<file path="src/rtl/pirdsp_pkg.sv">
// pirdsp_pkg
// Shared definitions for the PIRDSP SIMD multiply-accumulate engine and its
// techmap wrappers: beat mode encoding and parameter legality checks.
package pirdsp_pkg;

  // Per-beat operation. The reserved code behaves as MUL.
  typedef enum logic [1:0] {
    MODE_MUL  = 2'b00,
    MODE_ACC  = 2'b01,
    MODE_LOAD = 2'b10,
    MODE_RSVD = 2'b11
  } mode_e;

  localparam int PIPE_MIN   = 1;
  localparam int PIPE_MAX   = 4;
  localparam int LANE_W_MIN = 4;
  localparam int LANE_W_MAX = 27;

  function automatic bit pipe_legal(input int pipe);
    return (pipe >= PIPE_MIN) && (pipe <= PIPE_MAX);
  endfunction

  function automatic bit lane_w_legal(input int lane_w);
    return (lane_w >= LANE_W_MIN) && (lane_w <= LANE_W_MAX);
  endfunction

  // The accumulator must hold a full-width product without truncation.
  function automatic bit acc_w_legal(input int acc_w, input int lane_w);
    return acc_w >= 2 * lane_w;
  endfunction

endpackage

</file>
<file path="src/rtl/pirdsp_simd_lane.sv">
// pirdsp_simd_lane
// One SIMD lane: multiply, product pipeline, output-stage accumulator and
// sticky overflow flag. All flow control comes from the parent as per-stage
// load enables; the lane holds no valid state of its own.
//
// Ports:
//   clk, rst_n : clock, asynchronous active-low reset
//   a, b       : lane operands (LANE_W bits)
//   en         : per-stage load enable, en[k] = a real beat enters stage k
//   acc        : the beat entering the output stage is an ACC beat
//   p          : lane result (ACC_W bits)
//   ovf        : sticky overflow flag
module pirdsp_simd_lane
  import pirdsp_pkg::*;
#(
  parameter int LANE_W = 9,
  parameter int ACC_W  = 22,
  parameter int SIGNED = 1,
  parameter int PIPE   = 2
) (
  input  logic              clk,
  input  logic              rst_n,
  input  logic [LANE_W-1:0] a,
  input  logic [LANE_W-1:0] b,
  input  logic [PIPE-1:0]   en,
  input  logic              acc,
  output logic [ACC_W-1:0]  p,
  output logic              ovf
);

  logic [ACC_W-1:0] ext;
  logic [ACC_W-1:0] feed [PIPE];
  logic [ACC_W:0]   sum_next;
  logic             ovf_add;
  logic [ACC_W-1:0] p_reg;
  logic             ovf_reg;

  // Extending the operands to ACC_W before multiplying yields the product
  // already sign/zero-extended, since ACC_W >= 2*LANE_W.
  if (SIGNED != 0) begin : g_signed
    assign ext = ACC_W'($signed(a)) * ACC_W'($signed(b));
  end else begin : g_unsigned
    assign ext = ACC_W'(a) * ACC_W'(b);
  end

  // feed[k] is the data entering stage k; stage PIPE-1 is the output stage.
  assign feed[0] = ext;
  for (genvar gi = 1; gi < PIPE; gi++) begin : g_stage
    logic [ACC_W-1:0] prod_reg;
    always_ff @(posedge clk or negedge rst_n) begin
      if (!rst_n) begin
        prod_reg <= '0;
      end else if (en[gi-1]) begin
        prod_reg <= feed[gi-1];
      end
    end
    assign feed[gi] = prod_reg;
  end

  // Accumulate on entry to the output stage so ACC beats chain without a bubble.
  assign sum_next = {1'b0, p_reg} + {1'b0, feed[PIPE-1]};
  assign ovf_add  = (SIGNED != 0)
                  ? ((p_reg[ACC_W-1] == feed[PIPE-1][ACC_W-1]) &&
                     (sum_next[ACC_W-1] != p_reg[ACC_W-1]))
                  : sum_next[ACC_W];

  always_ff @(posedge clk or negedge rst_n) begin
    if (!rst_n) begin
      p_reg   <= '0;
      ovf_reg <= 1'b0;
    end else if (en[PIPE-1]) begin
      if (acc) begin
        p_reg   <= sum_next[ACC_W-1:0];
        ovf_reg <= ovf_reg | ovf_add;
      end else begin
        p_reg   <= feed[PIPE-1];
        ovf_reg <= 1'b0;
      end
    end
  end

  assign p   = p_reg;
  assign ovf = ovf_reg;

endmodule

</file>
<file path="src/rtl/pirdsp_simd_mac.sv">
// pirdsp_simd_mac
// Pipelined SIMD multiply-accumulate engine with valid/ready streaming and
// per-lane sticky overflow. Stage valids and the elastic load chain live
// here once; the lanes only see per-stage load enables.
//
// Ports:
//   CLK, RSTN            : clock, asynchronous active-low reset
//   IN_VALID, IN_READY   : input beat handshake
//   A, B                 : packed lane operands, lane i at [i*LANE_W +: LANE_W]
//   MODE                 : 00 MUL, 01 ACC, 10 LOAD, 11 reserved (MUL)
//   OUT_VALID, OUT_READY : output beat handshake
//   P                    : packed lane results, lane i at [i*ACC_W +: ACC_W]
//   OVF                  : per-lane sticky overflow flags
module pirdsp_simd_mac
  import pirdsp_pkg::*;
#(
  parameter int LANE_W = 9,
  parameter int LANES  = 6,
  parameter int ACC_W  = 22,
  parameter int SIGNED = 1,
  parameter int PIPE   = 2
) (
  input  logic                    CLK,
  input  logic                    RSTN,
  input  logic                    IN_VALID,
  output logic                    IN_READY,
  input  logic [LANES*LANE_W-1:0] A,
  input  logic [LANES*LANE_W-1:0] B,
  input  logic [1:0]              MODE,
  output logic                    OUT_VALID,
  input  logic                    OUT_READY,
  output logic [LANES*ACC_W-1:0]  P,
  output logic [LANES-1:0]        OVF
);

  if (!pipe_legal(PIPE)) begin : g_bad_pipe
    $error("pirdsp_simd_mac: PIPE must be in 1..4");
  end
  if (!lane_w_legal(LANE_W)) begin : g_bad_lane_w
    $error("pirdsp_simd_mac: LANE_W must be in 4..27");
  end
  if (!acc_w_legal(ACC_W, LANE_W)) begin : g_bad_acc_w
    $error("pirdsp_simd_mac: ACC_W must be at least 2*LANE_W");
  end

  logic [PIPE-1:0] vld_reg;
  logic [PIPE-1:0] src_vld;
  logic [PIPE-1:0] ld;
  logic [PIPE-1:0] en;
  mode_e           mode_feed [PIPE];
  logic            acc;

  // ld[k]: stage k takes whatever its source offers this cycle. A stage may
  // load when it is empty or when its own contents move on, so a full
  // pipeline with OUT_READY high still accepts a beat every cycle.
  always_comb begin
    src_vld    = '0;
    ld         = '0;
    src_vld[0] = IN_VALID;
    for (int k = 1; k < PIPE; k++) begin
      src_vld[k] = vld_reg[k-1];
    end
    ld[PIPE-1] = !vld_reg[PIPE-1] || OUT_READY;
    for (int k = PIPE - 2; k >= 0; k--) begin
      ld[k] = !vld_reg[k] || ld[k+1];
    end
    // Data registers only move on real beats, so P holds across bubbles and
    // the accumulator always sees the last written result.
    en = ld & src_vld;
  end

  always_ff @(posedge CLK or negedge RSTN) begin
    if (!RSTN) begin
      vld_reg <= '0;
    end else begin
      vld_reg <= (vld_reg & ~ld) | (src_vld & ld);
    end
  end

  // Mode travels alongside the products; only the output stage consumes it.
  assign mode_feed[0] = mode_e'(MODE);
  for (genvar gi = 1; gi < PIPE; gi++) begin : g_mode
    mode_e mode_reg;
    always_ff @(posedge CLK or negedge RSTN) begin
      if (!RSTN) begin
        mode_reg <= MODE_MUL;
      end else if (en[gi-1]) begin
        mode_reg <= mode_feed[gi-1];
      end
    end
    assign mode_feed[gi] = mode_reg;
  end

  assign acc       = (mode_feed[PIPE-1] == MODE_ACC);
  assign IN_READY  = ld[0];
  assign OUT_VALID = vld_reg[PIPE-1];

  for (genvar gi = 0; gi < LANES; gi++) begin : g_lane
    pirdsp_simd_lane #(
      .LANE_W(LANE_W),
      .ACC_W (ACC_W),
      .SIGNED(SIGNED),
      .PIPE  (PIPE)
    ) u_lane (
      .clk  (CLK),
      .rst_n(RSTN),
      .a    (A[gi*LANE_W +: LANE_W]),
      .b    (B[gi*LANE_W +: LANE_W]),
      .en   (en),
      .acc  (acc),
      .p    (P[gi*ACC_W +: ACC_W]),
      .ovf  (OVF[gi])
    );
  end

endmodule
</file>
<file path="config.mk">
export PLATFORM = sky130hd
export DESIGN_NAME = pirdsp_simd_mac
export DESIGN_NICKNAME = d
export VERILOG_FILES = /design/src/rtl/pirdsp_pkg.sv /design/src/rtl/pirdsp_simd_lane.sv /design/src/rtl/pirdsp_simd_mac.sv
export SDC_FILE = /design/constraint.sdc
export NUM_CORES = 2
export LEC_CHECK = 0
export ABC_AREA = 1
export CAP_MARGIN = 20
export CORE_ASPECT_RATIO = 1.25
export CORE_UTILIZATION = 45
export DETAILED_ROUTE_END_ITERATION = 16
export HOLD_SLACK_MARGIN = 0.12
export PLACE_DENSITY_LB_ADDON = 0.15
export SYNTH_ARGS = -nofsm -noshare
export SYNTH_HDL_FRONTEND = slang
export SYNTH_SLANG_ARGS = --single-unit
</file>
<file path="constraint.sdc">
create_clock -name CLK -period 4.2 [get_ports CLK]
set_clock_uncertainty 0.2 [all_clocks]
set_input_delay 0.84 -clock CLK [delete_from_list [all_inputs] [get_ports CLK]]
set_output_delay 0.84 -clock CLK [all_outputs]
set_load 0.05 [all_outputs]
</file>
==> out/metrics.yaml <==
ctsLongestPathBuffers: 3
cts_buffers: 30
vias: 35100
netlist_instances: 5465
drc: 0
syn_area_per_cell_sq_um: 6.94
cts_tree: "yes"
worst-setup-path-type: "input port to register"
ctsHtreeMaxLevel: 1
wire_per_inst_microns: 15.2
end_kind: "register"
rows: 118
grt_max_degree: 116
violations: "negative setup slack"
start_util: 0.456
ys_top_cells_by_area: "fa_1, nand2_1, dfrtp_1, inv_1, ha_1"
drtPass1Iterations: 8
via_per_inst: 4.91
antenna_found_initial: 0
numPortBuffers: 253
max_freq_ghz: 0.222
cpMostUsedCell: "fa_1"
synth_top_area_frac: 0.225
grt_pass1_wl_microns: 179000
drt_wl_total_microns: 109000
hold_viol_final: 0
drive_above_1_share: 0.209
die_h_microns: 327
crit_fanout: 5
timing.final.crit_share: 1.07
fin_crit_ns: 4.50
fin_ws_ns: -0.299
preCtsSetupSlack_ns: -1.50
drv_cap: 0
core-area_sq_mm: 0.0831
post-dp-hpwl_microns: 86400
placed_area_sq_mm: 0.0450
cts.clk_slew.worst_paths_ns: 0.06
rsz0062_at_grt: "true"
cts-root-buf: "clkbuf_16"
hp-class: "register to register"
run_status: "finished with violations"
first_global_vias: 36400
die_w_microns: 262
drtIter0Drc: 1560
synthDistinctLibCells: 42
largest_reg_flops: 132
boundaryPins: 254
syn2layout_area_growth_pct: 30.0
yosys_warnings: 0
seq_area_frac_synth: 0.165
slowest_delay_ns: 0.57
synth-seq-cells: 250
nNetsFinal: 6938
cp_cell_sequence: "buf_6 > buf_6 > buf_4 > nand2_2 > fa_1 > inv_1 > fa_1 > fa_1 > fa_1 > fa_2 > ha_4 > a21oi_4 > nand2_4 > nand2_2 > nand3_2 > a21oi_2 > or2_0 > nand3_1 > nand2_1"
drtAntennaViolNets: 0
die_area_sq_mm: 0.0855
maxSlewHeadroom: 0.484
slowest_stage: "fa_1"
grt_usage: 0.259
syn_nets: 6359
stdcell_area_sq_mm: 0.0493
slew_viol_final: 0
syn-cell-area_sq_mm: 0.0379
gp_congestion: 0.948
diodes: 0
gr-total-overflow: 0
cts.sinks: 250
yosysTopAreaCell: "fa_1"
clock_latency_ns: 0.61
crit_arrival_ns: 4.85
setup.worst_path.start_class: "input port"
tightest_slew_ns: 0.772
cp.required_ns: 4.55
setup_viol: 54
ff2ff_setup_slack_ns: 1.57
==> layout by cell type (no fill, tap or decap), types with 42 or more instances in the layout <==
cell type,synthesis,final
xnor2_1,54,42
nand4_1,43,43
nand3_1,272,232
buf_2,37,43
buf_4,8,381
clkdlybuf4s50_1,0,144
inv_1,1192,1109
ha_1,354,239
nor2_1,272,244
nand2_1,1877,1713
fa_2,0,66
dfrtp_1,250,250
buf_6,3,118
inv_2,5,70
nand2_4,1,60
a21oi_1,186,141
o21ai_1,14,55
ha_4,0,111
o21ai_0,123,74
nand2_2,7,112
fa_1,426,360
==> cell families after synthesis <==
kind of cell | share of synthesized area
AOI/OAI and AO/OA | 0.0626
xor gates and xnor gates | 0.0210
adders and majority gates | 0.342
buffers and inverters | 0.139
DFF | 0.165
and+or+nand+nor | 0.271
==> Yosys cell counts (all sizes together) <==
cell type  instances
a21o              18
a21oi            189
a22oi             26
a31oi             10
and2               2
buf               54
clkbuf           122
clkinv             3
dfrtp            250
fa               426
ha               354
inv             1197
nand2           1885
nand3            284
nand3b             8
nand4             43
nor2             284
nor3              18
o211ai            20
o21ai            137
o21bai            13
o221ai             4
o22ai              3
or2               24
xnor2             54
xor2              37
==> repair_timing <==
item / in CTS / in global routing
gates resized for setup: 875 / 319
hold buffers: 1 / 0
buffers inserted: 58 / 38
setup endpoints to repair: 72 / 64
hold endpoints to repair: 73 / 0
pin swaps: 329 / 258
==> worst paths after layout <==
kind | start | to | cells past startpoint
worst max-delay path | B[2] | g_lane[0].u_lane.g_stage[1].prod_reg[15] | 19
worst min-delay path | g_lane[3].u_lane.g_stage[1].prod_reg[9] | g_lane[3].u_lane.g_stage[1].prod_reg[9] | 2
worst max register to register | g_lane[0].u_lane.p[0] | g_lane[0].u_lane.p[14] | 13
worst min register to register | g_lane[3].u_lane.g_stage[1].prod_reg[9] | g_lane[3].u_lane.g_stage[1].prod_reg[9] | 2
max in group asynchronous | RSTN | g_lane[1].u_lane.g_stage[1].prod_reg[10] | 3
min in group asynchronous | RSTN | g_lane[4].u_lane.g_stage[1].prod_reg[20] | 2
==> stage by stage <==
step | utilization | setup TNS, ns | hold WS, ns | std cells
floorplan | - | -34.67 | 0.269 | 5465
global placement | 0.542 | -88.07 | 0.297 | 7012
detailed placement | 0.542 | -91.44 | 0.303 | 7012
CTS | 0.579 | -9.45 | 0.312 | 7121
global route | 0.593 | -17.38 | 0.337 | 7147
finish | 0.593 | -10.11 | 0.304 | 7147
==> worst max-delay path: cells and delay by family <==
family	cells	cell delay (ns)
adders and majority gates	6	2.74
AOI/OAI and AO/OA	2	0.33
buffers and inverters	4	0.35
and+or+nand+nor	7	0.57
==> final cells by class <==
type / instances / area (sq um)
clock buffer: 39 / 856
clock inverter: 16 / 190
fill: 7653 / 33800
inverter: 1200 / 4570
multi-input combinational: 3839 / 29700
sequential: 250 / 6260
tap: 1080 / 1350
timing repair buffer: 723 / 6380
==> per-layer routing <==
metal / global-route usage / share of wire / up-vias
li1: - / - / 17600
met1: 0.309 / 0.40 / 16700
met2: 0.473 / 0.52 / 628
met3: 0.0323 / 0.046 / 176
met4: 0.0851 / 0.034 / 0
met5: 0 / 0 / -
Power is not shown: default switching activity piles up to over one toggle a cycle in this logic, so the estimate is an artifact.
